### src/rtl/block_positions_table.sv
// block_positions_table: looks up a block record in an external block-table BRAM
// and computes the block's current depth from song time. It also scans the whole
// table on request so the renderer can gather every block for one frame.
module block_positions_table #(
  parameter int NUM_BLOCKS  = 64,
  parameter int IDX_W       = 8,
  parameter int TIME_W      = 18,
  parameter int Z_SPAWN     = 3000,
  parameter int Z_SPEED     = 20,
  parameter int HIT_WINDOW  = 10,
  parameter int MEM_LATENCY = 2
) (
  input  logic              clk_in,
  input  logic              rst_in,
  input  logic              req_valid,
  input  logic [IDX_W-1:0]  req_index,
  input  logic [TIME_W-1:0] curr_time,
  output logic              req_ready,
  input  logic              scan_start,
  output logic              scan_busy,
  output logic              scan_done,
  output logic [IDX_W-1:0]  mem_addr,
  input  logic [45:0]       mem_data,
  output logic              out_valid,
  output logic              block_visible,
  output logic [IDX_W-1:0]  curr_block_index_out,
  output logic [11:0]       block_x,
  output logic [11:0]       block_y,
  output logic [13:0]       block_z,
  output logic              block_color,
  output logic [2:0]        block_direction
);

  // Last tick (relative to spawn) at which a block is still shown.
  localparam int T_ARR  = (Z_SPAWN + Z_SPEED - 1) / Z_SPEED + HIT_WINDOW;
  localparam int TRAV_W = TIME_W + 8;
  localparam int LAT    = MEM_LATENCY;

  localparam logic [IDX_W-1:0]  LAST_IDX = IDX_W'(NUM_BLOCKS - 1);
  localparam logic [TRAV_W-1:0] SPEED_T  = TRAV_W'(Z_SPEED);
  localparam logic [TRAV_W-1:0] SPAWN_T  = TRAV_W'(Z_SPAWN);
  localparam logic [13:0]       SPAWN_Z  = 14'(Z_SPAWN);
  localparam logic [TIME_W-1:0] T_ARR_T  = TIME_W'(T_ARR);

  typedef enum logic [1:0] {S_IDLE, S_SCAN, S_DRAIN} state_t;

  // Depth remaining after travelling 'travel' units, clamped at zero.
  function automatic logic [13:0] sat_depth(input logic [TRAV_W-1:0] travel);
    if (travel < SPAWN_T) return 14'(SPAWN_T - travel);
    return 14'd0;
  endfunction

  // A spawned block stays visible until the hit window after arrival closes.
  function automatic logic in_window(input logic [TIME_W-1:0] elapsed);
    return (elapsed <= T_ARR_T);
  endfunction

  // Control state
  state_t              state_q, state_d;
  logic [IDX_W-1:0]    scan_cnt_q, scan_cnt_d;
  logic [TIME_W-1:0]   scan_time_q, scan_time_d;
  logic [IDX_W-1:0]    mem_addr_q, mem_addr_d;

  // Lookup being issued this cycle
  logic                iss_vld;
  logic                iss_last;
  logic                iss_inr;
  logic [IDX_W-1:0]    iss_idx;
  logic [TIME_W-1:0]   iss_time;

  // Sideband delay line matching the BRAM read latency
  logic                dly_vld_q  [LAT];
  logic                dly_vld_d  [LAT];
  logic                dly_last_q [LAT];
  logic                dly_last_d [LAT];
  logic                dly_inr_q  [LAT];
  logic                dly_inr_d  [LAT];
  logic [IDX_W-1:0]    dly_idx_q  [LAT];
  logic [IDX_W-1:0]    dly_idx_d  [LAT];
  logic [TIME_W-1:0]   dly_time_q [LAT];
  logic [TIME_W-1:0]   dly_time_d [LAT];

  // Stage p1: BRAM word captured, elapsed time formed
  logic                vld_p1_q, vld_p1_d;
  logic                last_p1_q, last_p1_d;
  logic                inr_p1_q, inr_p1_d;
  logic                before_p1_q, before_p1_d;
  logic [IDX_W-1:0]    idx_p1_q, idx_p1_d;
  logic [TIME_W-1:0]   elapsed_p1_q, elapsed_p1_d;
  logic [11:0]         x_p1_q, x_p1_d;
  logic [11:0]         y_p1_q, y_p1_d;
  logic                col_p1_q, col_p1_d;
  logic [2:0]          dir_p1_q, dir_p1_d;

  // Stage p2: travel distance registered
  logic                vld_p2_q, vld_p2_d;
  logic                last_p2_q, last_p2_d;
  logic                inr_p2_q, inr_p2_d;
  logic                before_p2_q, before_p2_d;
  logic                vis_p2_q, vis_p2_d;
  logic [IDX_W-1:0]    idx_p2_q, idx_p2_d;
  logic [TRAV_W-1:0]   travel_p2_q, travel_p2_d;
  logic [11:0]         x_p2_q, x_p2_d;
  logic [11:0]         y_p2_q, y_p2_d;
  logic                col_p2_q, col_p2_d;
  logic [2:0]          dir_p2_q, dir_p2_d;

  // Output registers
  logic                out_valid_q, out_valid_d;
  logic                scan_done_q, scan_done_d;
  logic                vis_q, vis_d;
  logic [IDX_W-1:0]    idx_q, idx_d;
  logic [11:0]         x_q, x_d;
  logic [11:0]         y_q, y_d;
  logic [13:0]         z_q, z_d;
  logic                col_q, col_d;
  logic [2:0]          dir_q, dir_d;

  logic [TIME_W-1:0]   mem_spawn;

  assign mem_spawn = TIME_W'(mem_data[45:28]);
  assign iss_inr   = (iss_idx <= LAST_IDX);

  // Scan sequencing and selection of the lookup issued this cycle
  always_comb begin
    state_d     = state_q;
    scan_cnt_d  = scan_cnt_q;
    scan_time_d = scan_time_q;
    iss_vld     = 1'b0;
    iss_last    = 1'b0;
    iss_idx     = req_index;
    iss_time    = curr_time;
    unique case (state_q)
      S_IDLE: begin
        // A scan start takes priority; a coincident request is dropped.
        if (scan_start) begin
          iss_vld     = 1'b1;
          iss_idx     = '0;
          iss_last    = (LAST_IDX == '0);
          scan_time_d = curr_time;
          scan_cnt_d  = IDX_W'(1);
          state_d     = (LAST_IDX == '0) ? S_DRAIN : S_SCAN;
        end else if (req_valid) begin
          iss_vld = 1'b1;
        end
      end
      S_SCAN: begin
        iss_vld  = 1'b1;
        iss_idx  = scan_cnt_q;
        iss_time = scan_time_q;
        if (scan_cnt_q == LAST_IDX) begin
          iss_last = 1'b1;
          state_d  = S_DRAIN;
        end else begin
          scan_cnt_d = scan_cnt_q + IDX_W'(1);
        end
      end
      S_DRAIN: begin
        if (scan_done_q) state_d = S_IDLE;
      end
      default: state_d = S_IDLE;
    endcase
  end

  // Datapath next values for every pipeline stage
  always_comb begin
    // Issue: out-of-range indices leave the BRAM address untouched.
    mem_addr_d    = (iss_vld && iss_inr) ? iss_idx : mem_addr_q;
    dly_vld_d[0]  = iss_vld;
    dly_last_d[0] = iss_last;
    dly_inr_d[0]  = iss_inr;
    dly_idx_d[0]  = iss_idx;
    dly_time_d[0] = iss_time;
    for (int k = 1; k < LAT; k++) begin
      dly_vld_d[k]  = dly_vld_q[k-1];
      dly_last_d[k] = dly_last_q[k-1];
      dly_inr_d[k]  = dly_inr_q[k-1];
      dly_idx_d[k]  = dly_idx_q[k-1];
      dly_time_d[k] = dly_time_q[k-1];
    end

    // p1: BRAM data is valid alongside the last delay-line entry.
    vld_p1_d     = dly_vld_q[LAT-1];
    last_p1_d    = dly_vld_q[LAT-1] & dly_last_q[LAT-1];
    inr_p1_d     = dly_inr_q[LAT-1];
    idx_p1_d     = dly_idx_q[LAT-1];
    before_p1_d  = (dly_time_q[LAT-1] < mem_spawn);
    elapsed_p1_d = dly_time_q[LAT-1] - mem_spawn;
    x_p1_d       = mem_data[27:16];
    y_p1_d       = mem_data[15:4];
    col_p1_d     = mem_data[3];
    dir_p1_d     = mem_data[2:0];

    // p2: full-width travel so late lookups cannot wrap back into view.
    vld_p2_d     = vld_p1_q;
    last_p2_d    = last_p1_q;
    inr_p2_d     = inr_p1_q;
    before_p2_d  = before_p1_q;
    vis_p2_d     = inr_p1_q & ~before_p1_q & in_window(elapsed_p1_q);
    idx_p2_d     = idx_p1_q;
    travel_p2_d  = {8'd0, elapsed_p1_q} * SPEED_T;
    x_p2_d       = x_p1_q;
    y_p2_d       = y_p1_q;
    col_p2_d     = col_p1_q;
    dir_p2_d     = dir_p1_q;

    // Output: unaddressed (out-of-range) lookups report all-zero fields.
    out_valid_d  = vld_p2_q;
    scan_done_d  = vld_p2_q & last_p2_q;
    vis_d        = vis_p2_q;
    idx_d        = idx_p2_q;
    x_d          = inr_p2_q ? x_p2_q   : 12'd0;
    y_d          = inr_p2_q ? y_p2_q   : 12'd0;
    col_d        = inr_p2_q ? col_p2_q : 1'b0;
    dir_d        = inr_p2_q ? dir_p2_q : 3'd0;
    if (!inr_p2_q)        z_d = 14'd0;
    else if (before_p2_q) z_d = SPAWN_Z;
    else                  z_d = sat_depth(travel_p2_q);
  end

  // Control, valid chain and output registers (cleared by reset)
  always_ff @(posedge clk_in) begin
    if (rst_in) begin
      state_q     <= S_IDLE;
      scan_cnt_q  <= '0;
      mem_addr_q  <= '0;
      for (int k = 0; k < LAT; k++) begin
        dly_vld_q[k]  <= 1'b0;
        dly_last_q[k] <= 1'b0;
      end
      vld_p1_q    <= 1'b0;
      last_p1_q   <= 1'b0;
      vld_p2_q    <= 1'b0;
      last_p2_q   <= 1'b0;
      out_valid_q <= 1'b0;
      scan_done_q <= 1'b0;
      vis_q       <= 1'b0;
      idx_q       <= '0;
      x_q         <= '0;
      y_q         <= '0;
      z_q         <= '0;
      col_q       <= 1'b0;
      dir_q       <= '0;
    end else begin
      state_q     <= state_d;
      scan_cnt_q  <= scan_cnt_d;
      mem_addr_q  <= mem_addr_d;
      for (int k = 0; k < LAT; k++) begin
        dly_vld_q[k]  <= dly_vld_d[k];
        dly_last_q[k] <= dly_last_d[k];
      end
      vld_p1_q    <= vld_p1_d;
      last_p1_q   <= last_p1_d;
      vld_p2_q    <= vld_p2_d;
      last_p2_q   <= last_p2_d;
      out_valid_q <= out_valid_d;
      scan_done_q <= scan_done_d;
      vis_q       <= vis_d;
      idx_q       <= idx_d;
      x_q         <= x_d;
      y_q         <= y_d;
      z_q         <= z_d;
      col_q       <= col_d;
      dir_q       <= dir_d;
    end
  end

  // Data-only pipeline registers (qualified by the valid chain, no reset)
  always_ff @(posedge clk_in) begin
    scan_time_q <= scan_time_d;
    for (int k = 0; k < LAT; k++) begin
      dly_inr_q[k]  <= dly_inr_d[k];
      dly_idx_q[k]  <= dly_idx_d[k];
      dly_time_q[k] <= dly_time_d[k];
    end
    inr_p1_q     <= inr_p1_d;
    before_p1_q  <= before_p1_d;
    idx_p1_q     <= idx_p1_d;
    elapsed_p1_q <= elapsed_p1_d;
    x_p1_q       <= x_p1_d;
    y_p1_q       <= y_p1_d;
    col_p1_q     <= col_p1_d;
    dir_p1_q     <= dir_p1_d;
    inr_p2_q     <= inr_p2_d;
    before_p2_q  <= before_p2_d;
    vis_p2_q     <= vis_p2_d;
    idx_p2_q     <= idx_p2_d;
    travel_p2_q  <= travel_p2_d;
    x_p2_q       <= x_p2_d;
    y_p2_q       <= y_p2_d;
    col_p2_q     <= col_p2_d;
    dir_p2_q     <= dir_p2_d;
  end

  assign req_ready            = (state_q == S_IDLE) & ~rst_in;
  assign scan_busy            = (state_q != S_IDLE);
  assign scan_done            = scan_done_q;
  assign mem_addr             = mem_addr_q;
  assign out_valid            = out_valid_q;
  assign block_visible        = vis_q;
  assign curr_block_index_out = idx_q;
  assign block_x              = x_q;
  assign block_y              = y_q;
  assign block_z              = z_q;
  assign block_color          = col_q;
  assign block_direction      = dir_q;

endmodule

### config.mk
export PLATFORM = sky130hd
export DESIGN_NAME = block_positions_table
export DESIGN_NICKNAME = d
export VERILOG_FILES = /design/src/rtl/block_positions_table.sv
export SDC_FILE = /design/constraint.sdc
export NUM_CORES = 1
export LEC_CHECK = 0
export CAP_MARGIN = 25
export CORE_MARGIN = 2
export CORE_UTILIZATION = 37
export DETAILED_ROUTE_END_ITERATION = 16
export SLEW_MARGIN = 20
export SYNTH_ARGS = -nofsm -noshare
export SYNTH_HDL_FRONTEND = slang
export SYNTH_SLANG_ARGS = --single-unit
### constraint.sdc
create_clock -name clk_in -period 4.05 [get_ports clk_in]
set_input_delay 0.6075 -clock clk_in [delete_from_list [all_inputs] [get_ports clk_in]]
set_output_delay 0.6075 -clock clk_in [all_outputs]
set_load 0.05 [all_outputs]
==> run metrics, run 1 <==
final clock skew 0.0129 ns; Worst Max-Slew Pin Slew 0.789 ns; Synth-to-Final Area Change 32.9%; Clock Root Buffer clkbuf_16; CTS Buffer Depth 3; Synth async-reset ratio 0%; status completed; post-synth top area share 56.7%; RePlAce Congestion 0.808; antenna-violating nets left 0; Cell Pwr Density 674 nW/um2; CTS Sinks 265; Yosys top cell by area dfxtp_1; RSZ-0062 raised after global routing false; drt first pass iters 4; share of layout cells above drive strength 1 7.30%; Total GRT Usage 12.0%; DRC violations left 0; die area 24800 um2; Detailed Route WL 15.4 mm; Avg Synthesized Cell Area 11.3 um2; Pleak 4.89 nW; Die X 157 um; yosys warns 0; Max Fanout on Critical Path 8; core box area 23300 um2; initial antenna violation count 0; largest net degree at the start of global routing 37; Worst Hold Path EP dly_time_q[0][32]; sequential-to-total area share from yosys stat 63.0%; number of vias per cell 4.30; endpoints failing setup 0; initial DRC count 185; port bufs 136; crit end category output pin; Worst slew margin 47.1%; Inst Count DP 1211; PostCTS Resize Cnt 0; CTS hold repair buffers 0; WHS Path Cells 0; CP Launch Type flip-flop; Die Y 157 um; WL per Instance 12.2 um; Main synth FF type dfxtp_1; Worst Path Arrival 2.21 ns; EDFF count, synth 18; first-pass GRT wire length 24.3 mm; Initial Util 37.5%; Hold/Removal Path Class reg2reg; WS Path Type reg2out; clk_lat worst skew 0.54 ns; maximum vdd drop 350 uV; GRT overflow 0; postcts setup bufs 0; Final TNS setup 0 ns; Non-Filler Instances 1264; CTS H-tree depth 1; Worst-path clk slew 0.06 ns; flop and latch count out of synthesis 265; post-DP HPWL 11.0 mm; vias 5433; clock tree from TritonCTS built; hold path start dly_time_q[0][14]; row cnt 56; reg-to-reg slack, setup 1.53 ns; reg2reg start elapsed_p1_q[3]; R2R cell count 9; Max Cap Violations 0; final net count 1053; # diodes 0; Cell variety after synth 56; IO Pins 139; cell area after synthesis 8710 um2; CP required 3.44 ns; Highest Clock Rate 355 MHz; vias in the first global route 5075; cells after synthesis 771; TritonCTS Buffers 28; post-layout min period 2.82 ns; Hold Vio Cnt, Final 0; Slew Limit Fails 0; synth top area cells dfxtp_1 57%, ha_1 7.5%, edfxtp_1 6.2%; Tcrit/Tclk final 69.6%; reg2reg end travel_p2_q[19]
layout make-up:
class                      instances  area [um2]
inverter                          28         105
tap                              319         399
clock inverter                    21         382
clock buffer                      31         753
multi-input combinational        458        3040
sequential                       265        5490
timing repair buffer             142        1420
fill                            2121       11700
power breakdown:
| group | switching (W) | total [W] | leakage [nW] | internal, W |
|---|---|---|---|---|
| logic | 0.000931 | 0.00171 | 2.12 | 0.000778 |
| clock network | 0.00106 | 0.00299 | 0.538 | 0.00193 |
| registers | 0.000158 | 0.00311 | 2.23 | 0.00295 |
logic make-up after synthesis:
family / share of synthesized area (%)
XOR/XNOR: 3.72
adder cells (fa/ha/maj): 7.93
AND/OR/NAND/NOR: 12.8
buffers and inverters: 2.25
AO/OA/AOI/OAI: 9.58
multiplexers: 0.689
flip-flops: 63.0
other: 0.0430
cells in the mapped netlist, types with 6 or more instances:
library cell,instances
mux2i_1,6
nand2b_1,8
a21o_1,10
and2_1,33
o21ai_0,23
and3_1,6
inv_1,28
nand2_1,75
nor2_1,53
xnor2_1,24
ha_1,52
dfxtp_1,247
nand3_1,8
xor2_1,13
a22o_1,7
edfxtp_1,18
a31oi_1,6
nor2b_1,23
a21oi_1,41
clkbuf_1,17
a211oi_1,7
sequential cells by signal (all words and copies together), names as in the netlist, 16 cells and up:
register,count
dly_idx_q,16
travel_p2_q,21
dly_time_q,36
scan_time_q,18
elapsed_p1_q,18
stage by stage:
step           setup slack (ns)  total power, W  util [%]  hold WS [ns]  instance area [um2]
2_1_floorplan              1.61         0.00444         -         0.310                 8720
3_3_place_gp              0.931         0.00487      44.8         0.310                10400
3_5_place_dp              0.873         0.00487      44.9         0.312                10400
4_1_cts                    1.22         0.00790      49.7         0.323                11600
5_1_grt                    1.15         0.00826      49.8         0.328                11600
6_report                   1.23         0.00781      49.8         0.321                11600
cells in the final DEF, fill, tap and decap left out, types with 23 or more instances in the layout:
cell type	instances
dfxtp_1	247
clkdlybuf4s50_1	136
nand2_1	75
nor2_1	53
ha_1	52
a21oi_1	41
and2_1	33
clkbuf_16	29
inv_1	28
xnor2_1	24
o21ai_0	23
worst max-delay path by stage:
stage / slack [ns] / startpoint / depth (start not counted) / to
final: 1.23 / state_q[1] / 3 / req_ready
after floorplan: 1.61 / mem_data[28] / 9 / before_p1_q
after detailed placement: 0.87 / mem_data[28] / 10 / before_p1_q
after CTS: 1.22 / state_q[1] / 3 / req_ready
after global routing: 1.15 / state_q[1] / 3 / req_ready
after global placement: 0.93 / mem_data[28] / 10 / before_p1_q
metal layers:
| layer | routed length (um) | track usage, % |
|---|---|---|
| met1 | 7480 | 16.1 |
| met5 | 0 | 0 |
| met4 | 297 | 3.42 |
| met2 | 6840 | 19.4 |
| met3 | 755 | 2.59 |
worst max-delay path: stages (launching register included):
cell	delay (ns)
dfxtp_1	0.39
or2_2	0.35
nor2_1	0.11
clkdlybuf4s50_1	0.82
No activity file was read; power rests on OpenSTA's default activity.
==> inputs of run 2 (changes only) <==
==> constraint.sdc (replaced) <==
create_clock -name clk_in -period 2.8 [get_ports clk_in]
set_input_delay 0.42 -clock clk_in [delete_from_list [all_inputs] [get_ports clk_in]]
set_output_delay 0.42 -clock clk_in [all_outputs]
set_load 0.05 [all_outputs]
==> run 2 against run 1 <==
Net effect: worst hold slack improved by 0.0032 ns; wire length rose by 0.31%; final cell count barely moved; core utilization fell by 0.84 points; via count rose by 0.22%; clock power rose by 19%; non-clock buffer count rose by 4; critical path type is now reg2reg; largest cell class unchanged.
==> run metrics, run 2 (same netlist as run 1, synthesis figures left out) <==
reg2reg start elapsed_p1_q[1]; Largest Register dly_time_q; Total GRT Usage 12.3%; # diodes 0; clk_lat worst skew 0.51 ns; Worst Path Arrival 2.90 ns; R2R cell count 9; IO Pins 139; Final TNS setup 0 ns; Synth-to-Final Area Change 30.7%; post-DP HPWL 11.2 mm; first-pass GRT wire length 24.8 mm; initial DRC count 215; Die Y 157 um; most frequent cells in the layout 247 x dfxtp_1, 135 x clkdlybuf4s50_1, 75 x nand2_1; Initial Util 37.5%; RePlAce Congestion 0.813; Pleak 4.81 nW; vias in the first global route 5208; Clock Root Buffer clkbuf_16; final clock skew 0.0115 ns; commonest non-fill, non-tap cell in the layout dfxtp_1; Worst slew margin 63.6%; post-layout min period 2.51 ns; initial antenna violation count 0; Worst Max-Slew Pin Slew 0.545 ns; crit end category flip-flop; number of vias per cell 4.30; postcts setup bufs 0; hold path start x_p1_q[0]; port bufs 136; CP max stage delay 0.43 ns; final net count 1056; Max Cap Violations 0; Worst Hold Path EP x_p2_q[0]; Die X 157 um; die area 24800 um2; DP Worst Slack -0.141 ns; WL per Instance 12.2 um; CP required 3.18 ns; vias 5445; Cell Pwr Density 928 nW/um2; Worst-path clk slew 0.06 ns; clock tree from TritonCTS built; status completed; Hold Vio Cnt, Final 0; CTS H-tree depth 1; CTS Buffer Depth 3; max reg flops 36; Hold/Removal Path Class reg2reg; maximum vdd drop 412 uV; largest net degree at the start of global routing 29; DRC violations left 0; GRT overflow 0; RSZ-0062 raised after global routing false; WHS Path Cells 0; CP max stage cell fa_1; biggest regs dly_time_q (36), travel_p2_q (21); CTS Sinks 265; Highest Clock Rate 398 MHz; PostCTS Resize Cnt 0; drt first pass iters 4; antenna-violating nets left 0; CTS hold repair buffers 0; Slew Limit Fails 0; endpoints failing setup 0; CP Launch Type flip-flop; row cnt 56; core box area 23300 um2; cells along the critical path ha_1 -> ha_1 -> fa_1 -> a211oi_1 -> nor2_1 -> a211oi_1 -> o21ba_2 -> o21ai_0 -> xor2_1; Util after Layout 49.0%; Detailed Route WL 15.4 mm; WS Path Type reg2reg; reg2reg end travel_p2_q[19]; Tcrit/Tclk final 89.8%; share of layout cells above drive strength 1 6.77%; final setup margin 0.287 ns; TritonCTS Buffers 27; Max Fanout on Critical Path 5; reg-to-reg slack, setup 0.29 ns
run 2: cell types whose count changed in the layout (fill, tap and decap cells not counted), sizes merged:
cell	before	now
clkinv	5	4
bufinv	9	3
inv	30	29
clkinvlp	5	2
clkbuf	31	39
clkdlybuf4s50	136	135
buf	6	11
run 2: area by class of cell:
type	count	area (um2)
flip-flops and latches	265	5490
multi-input cells	458	3040
clock inverters	10	139
repair buffers	146	1450
well taps	319	399
clock buffers	39	771
inverters	28	105
fillers	2137	11900
run 2: critical path: cells and delay by family (launching register included):
kind            cells  cell delay [ns]
simple gates        1             0.13
fa+ha+maj           3             0.99
flops               1             0.34
compound gates      4             0.77
xor+xnor            1             0.16
run 2: metrics by stage:
stage / total power (W) / area (um2) / instances / hold slack, ns
finish: 0.0106 / 11400 / 1265 / 0.324
global route: 0.0112 / 11400 / 1265 / 0.325
CTS: 0.0107 / 11400 / 1265 / 0.317
detailed placement: 0.00708 / 10500 / 1216 / 0.312
global placement: 0.00706 / 10500 / 1216 / 0.310
floorplan: 0.00643 / 8720 / 773 / 0.310
run 2: worst max-delay path by stage:
| stage | slack [ns] | to | cells after the start | startpoint |
|---|---|---|---|---|
| 2_1_floorplan | 0.51 | travel_p2_q[19] | 9 | elapsed_p1_q[1] |
| 5_1_grt | 0.15 | travel_p2_q[19] | 9 | elapsed_p1_q[3] |
| 3_5_place_dp | -0.14 | before_p1_q | 10 | mem_data[28] |
| 4_1_cts | 0.27 | travel_p2_q[19] | 9 | elapsed_p1_q[1] |
| 3_3_place_gp | -0.10 | before_p1_q | 10 | mem_data[28] |
| 6_report | 0.29 | travel_p2_q[19] | 9 | elapsed_p1_q[1] |
run 2: where the power goes:
group / switching (W) / total, W / internal (W) / leakage [nW]
logic: 0.00137 / 0.00251 / 0.00114 / 2.14
registers: 0.000225 / 0.00450 / 0.00427 / 2.23
clock network: 0.00137 / 0.00356 / 0.00219 / 0.440
total: 0.00297 / 0.0106 / 0.00760 / 4.81
run 2: routing by layer:
metal	GRT usage, %	wire length, um	vias to the layer above
met5	0	0	-
met4	4.68	408	0
met3	2.12	577	28
met2	20.0	7040	106
met1	16.3	7390	2393
li1	-	-	2918
==> inputs of run 3 (changes only) <==
--- a/config.mk
+++ b/config.mk
@@ -5,11 +5,12 @@
 export SDC_FILE = /design/constraint.sdc
 export NUM_CORES = 1
 export LEC_CHECK = 0
+export ABC_CLOCK_PERIOD_IN_PS = 3110
 export CAP_MARGIN = 25
 export CORE_MARGIN = 2
 export CORE_UTILIZATION = 37
 export DETAILED_ROUTE_END_ITERATION = 16
-export SLEW_MARGIN = 20
+export SLEW_MARGIN = 15
 export SYNTH_ARGS = -nofsm -noshare
 export SYNTH_HDL_FRONTEND = slang
 export SYNTH_SLANG_ARGS = --single-unit
==> constraint.sdc (replaced) <==
create_clock -name clk_in -period 3.11 [get_ports clk_in]
set_input_delay 0.4665 -clock clk_in [delete_from_list [all_inputs] [get_ports clk_in]]
set_output_delay 0.4665 -clock clk_in [all_outputs]
set_load 0.05 [all_outputs]
==> run 3 against run 2 <==
Net effect: critical path depth stayed put; critical endpoint unchanged; die area stayed put; final cell count is 0.24% lower; core utilization is 0.20 points lower; largest cell class unchanged; critical path type unchanged.
==> run metrics, run 3 (same netlist as run 1, synthesis figures left out) <==
commonest non-fill, non-tap cell in the layout dfxtp_1; Final TNS setup 0 ns; Total GRT Usage 12.0%; CTS Buffer Depth 3; Hold Vio Cnt, Final 0; port bufs 136; Max Fanout on Critical Path 5; Min Hold Slack 0.321 ns; Synth-to-Final Area Change 30.1%; Detailed Route WL 15.3 mm; share of layout cells above drive strength 1 6.68%; Cell Pwr Density 826 nW/um2; Initial Util 37.5%; Worst Path Buf+Inv 0; Worst Path Arrival 2.92 ns; biggest regs dly_time_q (36), travel_p2_q (21); core box area 23300 um2; Worst slew margin 63.1%; CTS Sinks 265; CTS H-tree depth 1; postcts setup bufs 0; clk_lat worst skew 0.52 ns; CP Launch Type flip-flop; post-DP HPWL 11.1 mm; cells along the critical path ha_1 -> ha_1 -> fa_1 -> a211oi_1 -> nor2_1 -> a211oi_1 -> o21ba_2 -> o21ai_0 -> xor2_1; WS Path Type reg2reg; final clock skew 0.0113 ns; Net Sw Frac 28.4%; drt first pass iters 4; RePlAce Congestion 0.811; crit end category flip-flop; Worst-path clk slew 0.06 ns; Pleak 4.80 nW; Worst Max-Slew Pin Slew 0.552 ns; clock tree from TritonCTS built; Crit path max-delay family adder cells; post-layout min period 2.52 ns; status completed; Hold/Removal Path Class reg2reg; Die Y 157 um; initial DRC count 208; WL per Instance 12.1 um; largest net degree at the start of global routing 30; most frequent cells in the layout 247 x dfxtp_1, 135 x clkdlybuf4s50_1, 75 x nand2_1; DRC violations left 0; GRT overflow 0; die area 24800 um2; Reg power frac 43.2%; CP required 3.50 ns; Slew Limit Fails 0; clock share of power 32.9%; vias 5453; Comb power frac 23.9%; number of vias per cell 4.32; PostCTS Resize Cnt 0; # diodes 0; antenna-violating nets left 0; TritonCTS Buffers 27; Die X 157 um; IO Pins 139; Fillers 2155; Tcrit/Tclk final 81.2%; initial antenna violation count 0; internal power 0.00670 W; CP max stage delay 0.43 ns; maximum vdd drop 349 uV; Max Cap Violations 0; CTS hold repair buffers 0; first-pass GRT wire length 24.4 mm; Highest Clock Rate 396 MHz; max reg flops 36; RSZ-0062 raised after global routing false; vias in the first global route 5073; net load switching power 0.00267 W; endpoints failing setup 0; row cnt 56; final net count 1055; Largest Register dly_time_q; Clock Root Buffer clkbuf_16; CP max stage cell fa_1
run 3: power groups by stage:
stage	combinational, W	clock [W]	sequential [W]
CTS	0.00226	0.00318	0.00406
global placement	0.00223	0	0.00412
global route	0.00252	0.00331	0.00410
detailed placement	0.00224	0	0.00413
floorplan	0.00158	0	0.00421
finish	0.00224	0.00308	0.00405
run 3: final cells by class:
cell class / count / area (um2) / share of cell area (%)
tap: 319 / 399 / 3.52
timing repair buffer: 145 / 1450 / 12.8
inverter: 28 / 105 / 0.927
sequential: 265 / 5490 / 48.4
multi-input combinational: 458 / 3040 / 26.8
clock buffer: 35 / 736 / 6.49
clock inverter: 12 / 126 / 1.11
run 3: layer usage:
| metal | global-route usage, % | up-vias | share of wire (%) |
|---|---|---|---|
| met4 | 3.77 | 0 | 2.2 |
| met1 | 16.2 | 2396 | 47 |
| met5 | 0 | - | 0 |
| met2 | 19.5 | 125 | 46 |
| li1 | - | 2908 | - |
| met3 | 2.26 | 24 | 4.3 |
run 3: metrics by stage:
| stage | setup slack (ns) | utilization [%] | instance area [um2] | power, W | std cells |
|---|---|---|---|---|---|
| floorplan | 0.810 | - | 8720 | 0.00579 | 773 |
| global placement | 0.159 | 45.0 | 10500 | 0.00635 | 1214 |
| detailed placement | 0.105 | 45.0 | 10500 | 0.00637 | 1214 |
| CTS | 0.553 | 48.7 | 11300 | 0.00950 | 1261 |
| global route | 0.386 | 48.7 | 11300 | 0.00993 | 1262 |
| finish | 0.585 | 48.7 | 11300 | 0.00937 | 1262 |
run 3: final timing paths:
kind / startpoint / endpoint / slack, ns / depth (start not counted)
setup reg to reg: elapsed_p1_q[1] / travel_p2_q[19] / 0.59 / 9
hold reg to reg: dly_time_q[0][11] / dly_time_q[0][29] / 0.32 / 0
setup / recovery: elapsed_p1_q[1] / travel_p2_q[19] / 0.59 / 9
hold / removal: dly_time_q[0][11] / dly_time_q[0][29] / 0.32 / 0
